## config.mk

```make
export PLATFORM = sky130hd
export DESIGN_NAME = relu_grad_unit
export DESIGN_NICKNAME = d
export VERILOG_FILES = /design/src/rtl/relu_pkg.sv /design/src/rtl/relu_mask_fifo.sv /design/src/rtl/relu_grad_unit.sv
export SDC_FILE = /design/constraint.sdc
export NUM_CORES = 1
export LEC_CHECK = 0
export ABC_AREA = 1
export CORE_AREA = 4 4 151 153
export DETAILED_ROUTE_END_ITERATION = 7
export DIE_AREA = 0 0 155 157
export DONT_BUFFER_PORTS = 1
export HOLD_SLACK_MARGIN = 0.02
export SETUP_SLACK_MARGIN = 0.2
export SYNTH_ARGS = -nofsm -noshare
export SYNTH_HDL_FRONTEND = slang
export SYNTH_SLANG_ARGS = --single-unit
export TNS_END_PERCENT = 5
```

## constraint.sdc

```tcl
create_clock -name clk -period 3.1 [get_ports clk]
set_input_delay 0.155 -clock clk [delete_from_list [all_inputs] [get_ports clk]]
set_output_delay 0.155 -clock clk [all_outputs]
set_load 0.05 [all_outputs]
```

## src/rtl/relu_pkg.sv

```systemverilog
// rtl/relu_pkg.sv - shared element geometry for the ReLU forward/backward blocks
package relu_pkg;

    localparam int DEF_DATA_WIDTH   = 8;
    localparam int DEF_NUM_ELEMENTS = 16;
    localparam int DEF_MASK_DEPTH   = 4;
    localparam int MASK_WIDTH       = DEF_NUM_ELEMENTS;

    // Bit index of the sign bit of a lane inside a packed tensor
    function automatic int sign_bit_idx(input int lane, input int data_width);
        return lane * data_width + data_width - 1;
    endfunction

endpackage

```

## src/rtl/relu_mask_fifo.sv

```systemverilog
// rtl/relu_mask_fifo.sv - small FIFO of per-tensor ReLU sign masks
module relu_mask_fifo #(
    parameter int WIDTH = 16,
    parameter int DEPTH = 4,
    parameter int CW    = $clog2(DEPTH + 1)
) (
    input  logic             clk,
    input  logic             rst_n,
    input  logic             flush,
    input  logic             push,
    input  logic [WIDTH-1:0] push_data,
    input  logic             pop,
    output logic [WIDTH-1:0] pop_data,
    output logic [CW-1:0]    count,
    output logic             full,
    output logic             empty
);

    localparam int PW = $clog2(DEPTH);
    localparam logic [CW-1:0] DEPTH_C = CW'(DEPTH);

    logic [WIDTH-1:0] mem [DEPTH];
    logic [PW-1:0]    wr_ptr;
    logic [PW-1:0]    rd_ptr;
    logic             push_ok;
    logic             pop_ok;

    assign full     = (count == DEPTH_C);
    assign empty    = (count == '0);
    assign push_ok  = push && !full && !flush;
    assign pop_ok   = pop && !empty && !flush;
    assign pop_data = mem[rd_ptr];

    always_ff @(posedge clk) begin
        if (push_ok) begin
            mem[wr_ptr] <= push_data;
        end
    end

    // Pointers wrap naturally because DEPTH is a power of two
    always_ff @(posedge clk or negedge rst_n) begin
        if (!rst_n) begin
            wr_ptr <= '0;
            rd_ptr <= '0;
            count  <= '0;
        end else if (flush) begin
            wr_ptr <= '0;
            rd_ptr <= '0;
            count  <= '0;
        end else begin
            if (push_ok) wr_ptr <= wr_ptr + PW'(1);
            if (pop_ok)  rd_ptr <= rd_ptr + PW'(1);
            case ({push_ok, pop_ok})
                2'b10:   count <= count + CW'(1);
                2'b01:   count <= count - CW'(1);
                default: count <= count;
            endcase
        end
    end

endmodule

```

## src/rtl/relu_grad_unit.sv

```systemverilog
// rtl/relu_grad_unit.sv - ReLU backward pass: masks upstream gradients with stored forward signs
module relu_grad_unit
    import relu_pkg::*;
#(
    parameter int DATA_WIDTH   = DEF_DATA_WIDTH,
    parameter int NUM_ELEMENTS = DEF_NUM_ELEMENTS,
    parameter int MASK_DEPTH   = DEF_MASK_DEPTH
) (
    input  logic                               clk,
    input  logic                               rst_n,
    input  logic                               flush,
    input  logic                               fwd_valid,
    output logic                               fwd_ready,
    input  logic [NUM_ELEMENTS*DATA_WIDTH-1:0] fwd_tensor,
    input  logic                               grad_valid,
    output logic                               grad_ready,
    input  logic [NUM_ELEMENTS*DATA_WIDTH-1:0] grad_tensor,
    output logic                               out_valid,
    input  logic                               out_ready,
    output logic [NUM_ELEMENTS*DATA_WIDTH-1:0] out_tensor,
    output logic [$clog2(MASK_DEPTH+1)-1:0]    mask_count
);

    localparam int TW = NUM_ELEMENTS * DATA_WIDTH;
    localparam int CW = $clog2(MASK_DEPTH + 1);

    logic [NUM_ELEMENTS-1:0] fwd_mask;
    logic [NUM_ELEMENTS-1:0] pop_mask;
    logic [TW-1:0]           masked_grad;
    logic                    fifo_full;
    logic                    fifo_empty;
    logic                    push;
    logic                    pop;

    // Zero is treated as positive so the gradient passes, matching the forward select
    for (genvar i = 0; i < NUM_ELEMENTS; i++) begin : g_lane
        assign fwd_mask[i] = ~fwd_tensor[sign_bit_idx(i, DATA_WIDTH)];
        assign masked_grad[i*DATA_WIDTH +: DATA_WIDTH] =
            pop_mask[i] ? grad_tensor[i*DATA_WIDTH +: DATA_WIDTH] : '0;
    end

    assign fwd_ready  = !fifo_full && !flush;
    assign grad_ready = !fifo_empty && (!out_valid || out_ready) && !flush;
    assign push       = fwd_valid && fwd_ready;
    assign pop        = grad_valid && grad_ready;

    relu_mask_fifo #(
        .WIDTH (NUM_ELEMENTS),
        .DEPTH (MASK_DEPTH),
        .CW    (CW)
    ) u_mask_fifo (
        .clk       (clk),
        .rst_n     (rst_n),
        .flush     (flush),
        .push      (push),
        .push_data (fwd_mask),
        .pop       (pop),
        .pop_data  (pop_mask),
        .count     (mask_count),
        .full      (fifo_full),
        .empty     (fifo_empty)
    );

    // Flush drops the pending beat but keeps out_tensor for debug visibility
    always_ff @(posedge clk or negedge rst_n) begin
        if (!rst_n) begin
            out_valid  <= 1'b0;
            out_tensor <= '0;
        end else if (flush) begin
            out_valid <= 1'b0;
        end else if (pop) begin
            out_valid  <= 1'b1;
            out_tensor <= masked_grad;
        end else if (out_ready) begin
            out_valid <= 1'b0;
        end
    end

endmodule

```

== Word-level counts from Yosys, hierarchy flattened ==
Memory sizes are Yosys's and may differ from the RTL's.
Cells that the tools add are included.

* Magnitude comparators: 0
* Shift operators: 0
* Equality and inequality tests: 3
* Reductions and logical operators: 20
* Add/sub/neg operators: 4
* Div/mod/pow operators: 0
* Muxes and demuxes: 27
* Bitwise operators: 17
* $mul: 0

{| class="wikitable"
|+ Operator list
! cell !! number
|-
| 8-bit two-way mux || 16
|-
| 1-bit inverter || 17
|-
| 1-bit logical AND || 9
|-
| 2-bit two-way mux || 4
|-
| 3-bit case mux with 2 select lines || 1
|-
| 3-bit nonzero test || 2
|-
| 1-bit two-way mux || 5
|-
| 2-bit by 1-bit adder with 2-bit output, second input constant || 2
|-
| 1-bit logical NOT || 4
|-
| 2-bit nonzero test || 2
|-
| 3-bit by 1-bit adder with 3-bit output, second input constant || 1
|-
| 3-bit equality test, second input constant || 1
|-
| 3-bit logical NOT || 1
|-
| 3-bit two-way mux || 1
|-
| 3-bit by 1-bit subtractor with 3-bit output, second input constant || 1
|-
| 2-bit by 1-bit equality test with 1-bit output, second input constant || 1
|-
| 2-bit equality test, second input constant || 1
|-
| 2-bit AND reduction || 1
|-
| 1-bit logical OR || 1
|}

* Word-level logic and storage cells: 77
* Register bits: 136
* Output and inout bits: 134
* Bits of input ports: 262
* RAM bits: 64
* Bits in read-only memories: 0
* Memories kept: 1
* Bits in latches: 0

{| class="wikitable"
|+ Memory list
! memory !! words !! bits a word !! read ports !! clocked after Yosys merged registers in !! write ports !! RTL line !! source
|-
| u_mask_fifo.mem || 4 || 16 || 1 || 0 || 1 || relu_mask_fifo.sv:22 || <nowiki>logic [WIDTH-1:0] mem [DEPTH];</nowiki>
|}

== Depth between registers and ports, before layout ==
* Depth after elaboration: 10
* Mapped depth: 12

== Hierarchy ==
A second synthesis with hierarchy kept.

* Cells, all modules: 1087
* Area, all modules: 9282.7 µm²

{| class="wikitable"
|+ Modules (own cells, without submodules)
! module !! area each (µm²) !! instances !! cells each
|-
| relu_grad_unit || 6429.9 || 1 || 867
|-
| relu_mask_fifo || 2852.7 || 1 || 220
|}

== Worst setup path after synthesis ==
No wires, ideal clock.

* Path type: flip-flop to flip-flop
* Start point: register u_mask_fifo.count[0]
* End point: register u_mask_fifo.count[2]
* Path buffers: 0
* Required time: 2982 ps
* Cell stages (with the launch flop): 10
* Data arrival time: 2154 ps
* Setup slack: 828 ps
* Setup time: 118 ps
* Path through: dfrtp_1 -> nor2_1 -> nand2_1 -> inv_1 -> nor2_1 -> nand3_1 -> nand2_1 -> inv_1 -> nand2_1 -> nand2_1

* Word-level cells in the longest chain between the ends: 10
* Elaborated cells between the ends (all ways): 20

{| class="wikitable"
|+ RTL lines
! element !! RTL line !! source
|-
| start: declaration || relu_mask_fifo.sv:14 || <nowiki>output logic [CW-1:0] count,</nowiki>
|-
| start signal: assignment || relu_mask_fifo.sv:54 || <nowiki>2'b10: count <= count + CW'(1);</nowiki>
|-
| start signal: assignment || relu_mask_fifo.sv:55 || <nowiki>2'b01: count <= count - CW'(1);</nowiki>
|-
| start signal: assignment || relu_mask_fifo.sv:56 || <nowiki>default: count <= count;</nowiki>
|-
| 3-bit logical NOT (*) || relu_mask_fifo.sv:29 || <nowiki>assign empty = (count == '0);</nowiki>
|-
| 1-bit logical NOT (*) || relu_grad_unit.sv:43 || <nowiki>assign grad_ready = !fifo_empty && (!out_valid || out_ready) && !flush;</nowiki>
|-
| 1-bit logical AND (*) (2 in a row) || relu_grad_unit.sv:43 ||
|-
| net grad_ready || relu_grad_unit.sv:16 || <nowiki>output logic grad_ready,</nowiki>
|-
| 1-bit logical AND (*) || relu_grad_unit.sv:45 || <nowiki>assign pop = grad_valid && grad_ready;</nowiki>
|-
| 1-bit logical AND (*) (2 in a row) || relu_mask_fifo.sv:31 || <nowiki>assign pop_ok = pop && !empty && !flush;</nowiki>
|-
| 2-bit by 1-bit equality test with 1-bit output or 2-bit equality test (tied branches) || relu_mask_fifo.sv:53 || <nowiki>case ({push_ok, pop_ok})</nowiki>
|-
| 3-bit case mux with 2 select lines || relu_mask_fifo.sv:53 ||
|-
| 3-bit two-way mux || relu_mask_fifo.sv:46 || <nowiki>end else if (flush) begin</nowiki>
|}

The timed path passes the listed nets; every way through them passes the cells marked *.
A chain may end at the register's enable or synchronous reset.

== Worst setup path after layout ==
* Start point: register out_valid
* End point: register out_valid

* Word-level cells in the longest chain between the ends: 7
* Elaborated cells between the ends (all ways): 8

{| class="wikitable"
|+ RTL lines
! element !! RTL line !! source
|-
| start: declaration || relu_grad_unit.sv:18 || <nowiki>output logic out_valid,</nowiki>
|-
| start signal: assignment || relu_grad_unit.sv:67 || <nowiki>out_valid <= 1'b0;</nowiki>
|-
| start signal: assignment || relu_grad_unit.sv:70 || <nowiki>out_valid <= 1'b0;</nowiki>
|-
| start signal: assignment || relu_grad_unit.sv:72 || <nowiki>out_valid <= 1'b1;</nowiki>
|-
| 1-bit logical NOT (*) || relu_grad_unit.sv:43 ||
|-
| 1-bit logical OR (*) || relu_grad_unit.sv:43 ||
|-
| 1-bit logical AND (*) (2 in a row) || relu_grad_unit.sv:43 ||
|-
| 1-bit logical AND (*) || relu_grad_unit.sv:45 ||
|-
| 1-bit two-way mux || relu_grad_unit.sv:71 || <nowiki>end else if (pop) begin</nowiki>
|-
| 1-bit two-way mux || relu_grad_unit.sv:69 || <nowiki>end else if (flush) begin</nowiki>
|}

Every way passes the cells marked *; elsewhere a longest branch is shown, timed or not.

==> impl_metrics.csv <==
group,metric,value,unit
cts,cts_max_level,4,
timing,hold_viol_final,136,
setup_path,arrival,2.84,ns
logic_synthesis,syn_inst,782,
timing,min_period,2.512,ns
timing,rsz0062_at_grt,"no",
detailed_routing,dr.pass1.iters,5,
place,post-dp-hpwl,13220,microns
logic_synthesis,synth.cell_area,7979,sq um
cts,clkTransAtPathRegs,0.08,ns
cells_and_area,syn_to_final_growth,28.79,%
job,drv_cap,0,
setup_path,critPathCaptureType,"flop",
power,max-vdd-ir-drop,0.4592,mV
floorplan,boundaryPins,396,
cells_and_area,design_area,10280,sq um
power,total_power,10.99,mW
logic_synthesis,yosysSeqAreaShare,66.74,%
detailed_routing,first_iter_violations,467,
cts,clock_path_buffers,2,
floorplan,die-area,24340,sq um
timing,fmax,0.3981,GHz
floorplan,fp.coreArea,21550,sq um
setup_path,r2r_start,"out_valid",
logic_synthesis,yosysUniqueCellTypes,20,
setup_path,crit_fanout,66,
global_route,grt_antenna_before_repair,1,
detailed_routing,drcViolationCount,0,
cells_and_area,drive_above_1_share,5.751,%
setup_path,critPathKind,"reg -> reg",
cts,cts-root-buf,"clkbuf_16",
outcome,outcome,"finished with violations",
cells_and_area,seqCellArea,5325,sq um
setup_path,critical_path_required,3.42,ns
cts,cts_tree,"done",
timing,finalCritPeriodShare,81.04,%
setup_path,critPathLaunchType,"flop",
setup_path,r2r_setup_slack,0.59,ns
cells_and_area,multi_input_area,2300,sq um
cts,clock_latency,0.43,ns
logic_synthesis,yosys.area.top_type_share,42.65,%
place,gp_congestion,0.7365,
detailed_routing,vias,6031,
timing,finClkSkew,0.01535,ns
timing,tns,0,ns
power,power_density,1070,nW/um^2
timing,slew_violations,0,
floorplan,die_x,155,microns
detailed_routing,vias_per_cell,4.943,
detailed_routing,routed_wl,21480,microns
cts,post_cts_buffers,0,
detailed_routing,drtAntennaViolNets,0,
setup_path,rr_worst_depth,5,
global_route,grt_pass1_vias,6218,
logic_synthesis,ys_seq_elements,200,
timing,setup_viol,0,
logic_synthesis,syn_avg_cell_area,10.20,sq um
setup_path,r2r_end,"out_valid",
worst_hold_path,hp-class,"in -> async",
place,port_buffers,0,
logic_synthesis,yosys_warnings,0,
timing,holdWs,-0.5881,ns
logic_synthesis,synth.area.top_cells,"dfrtp_1 43%, edfxtp_1 24%, nand2_1 13%, o21ai_1 6.8%, o21ai_0 3.5%",
place,postPlaceCellArea,8227,sq um
timing,max_slew_margin,53.42,%
detailed_routing,routedWlPerCell,17.60,microns
cells_and_area,nets,1193,
logic_synthesis,synth_top_area_cell,"dfrtp_1",
cells_and_area,fill_cells,1923,
floorplan,fp-row-count,54,
global_route,grt_max_degree,137,
power,p_leak,4.273,nW
timing,tightestPinTransition,0.6987,ns
global_route,gr-usage-all-layers,17.50,%
cts,cts.sinks,200,
floorplan,initial_core_util,37.02,%
cts,post_cts_resized,0,
global_route,grt_pass1_wl,33640,microns
cts,cts_buffers,17,
outcome,violations,"negative hold slack",
floorplan,die_y,157,microns
cts,cts_hold_buf,146,
logic_synthesis,synth_fp_nets,1049,
global_route,grt-ovfl-total,0,
[report_power, final]
| group | leakage, nW | internal (mW) | total [mW] | switching [mW] |
|---|---|---|---|---|
| combinational | 1.61 | 0.624 | 1.47 | 0.847 |
| clock | 0.291 | 1.14 | 2.21 | 1.07 |
| sequential | 2.37 | 3.55 | 7.31 | 3.76 |
| total | 4.27 | 5.31 | 11.0 | 5.68 |
[worst max-delay path by stage]
stage	start	to	slack, ns
final	out_valid	out_valid	0.59
after global routing	out_valid	out_valid	0.42
after CTS	out_valid	out_valid	0.57
after detailed placement	u_mask_fifo.count[2]	u_mask_fifo.count[2]	0.74
after global placement	u_mask_fifo.count[2]	u_mask_fifo.count[2]	0.77
after floorplan	u_mask_fifo.count[0]	u_mask_fifo.count[2]	0.83
[final cells by class]
type | instances | share of cell area [%]
diodes | 1 | 0.02435
clock buffers | 19 | 4.517
clock inverters | 13 | 1.181
inverters | 33 | 1.230
multi-input cells | 513 | 22.38
flip-flops and latches | 200 | 51.82
well taps | 280 | 3.409
repair buffers | 161 | 15.44
[cell usage after synthesis]
library cell,n
clkbuf_1,8
buf_4,1
nand3_2,1
buf_2,14
ha_1,4
dfrtp_1,136
o22a_1,16
xnor2_1,1
o21ai_1,109
a21oi_1,3
nand3_1,3
inv_2,2
edfxtp_1,64
o21ai_0,56
nand2_1,279
nor2_1,40
clkbuf_2,1
fa_1,1
buf_6,12
inv_1,31
[registers in the layout (all words and copies together), names as in the netlist]
register	count
u_mask_fifo.count	3
u_mask_fifo.mem	64
u_mask_fifo.wr_ptr	2
out_valid	1
u_mask_fifo.rd_ptr	2
out_tensor	128
[metrics by stage]
stage               instances  setup WS [ns]  util (%)
detailed placement       1041         0.7352     38.17
finish                   1220         0.5879     47.68
floorplan                 782         0.8275         -
global route             1220         0.4181     47.68
CTS                      1219         0.5707     47.67
global placement         1041         0.7660     38.17
[critical path, stage by stage (launching register included)]
cell           delay (ns)
dfrtp_1              0.72
a21oi_1              0.22
nand3_4              0.14
buf_4                0.55
o21ai_0              0.18
dlygate4sd3_1        0.59
[per-layer routing]
layer | wire length, microns | global-route usage [%]
met5 | 0 | 0
met4 | 241 | 5.004
met3 | 2157 | 6.489
met2 | 10280 | 28.49
met1 | 8800 | 22.04
[cell families (layout without fill, tap and decap cells)]
logic type,Yosys count,after routing,synth area share (%)
xor+xnor,1,1,0.1098
buf+inv,69,226,4.657
flops,200,200,66.74
compound gates,184,184,12.29
simple gates,323,323,15.32
fa+ha+maj,5,5,0.8782
other cells,0,1,0
[layout by cell type, fill, tap and decap left out, drive strengths merged]
master	instances
a21oi	3
buf	15
clkbuf	19
clkinv	4
dfrtp	136
diode	1
dlygate4sd3	146
edfxtp	64
fa	1
ha	4
inv	42
nand2	279
nand3	4
nor2	40
o21ai	165
o22a	16
xnor2	1
Power figures use the tool's default switching activity.
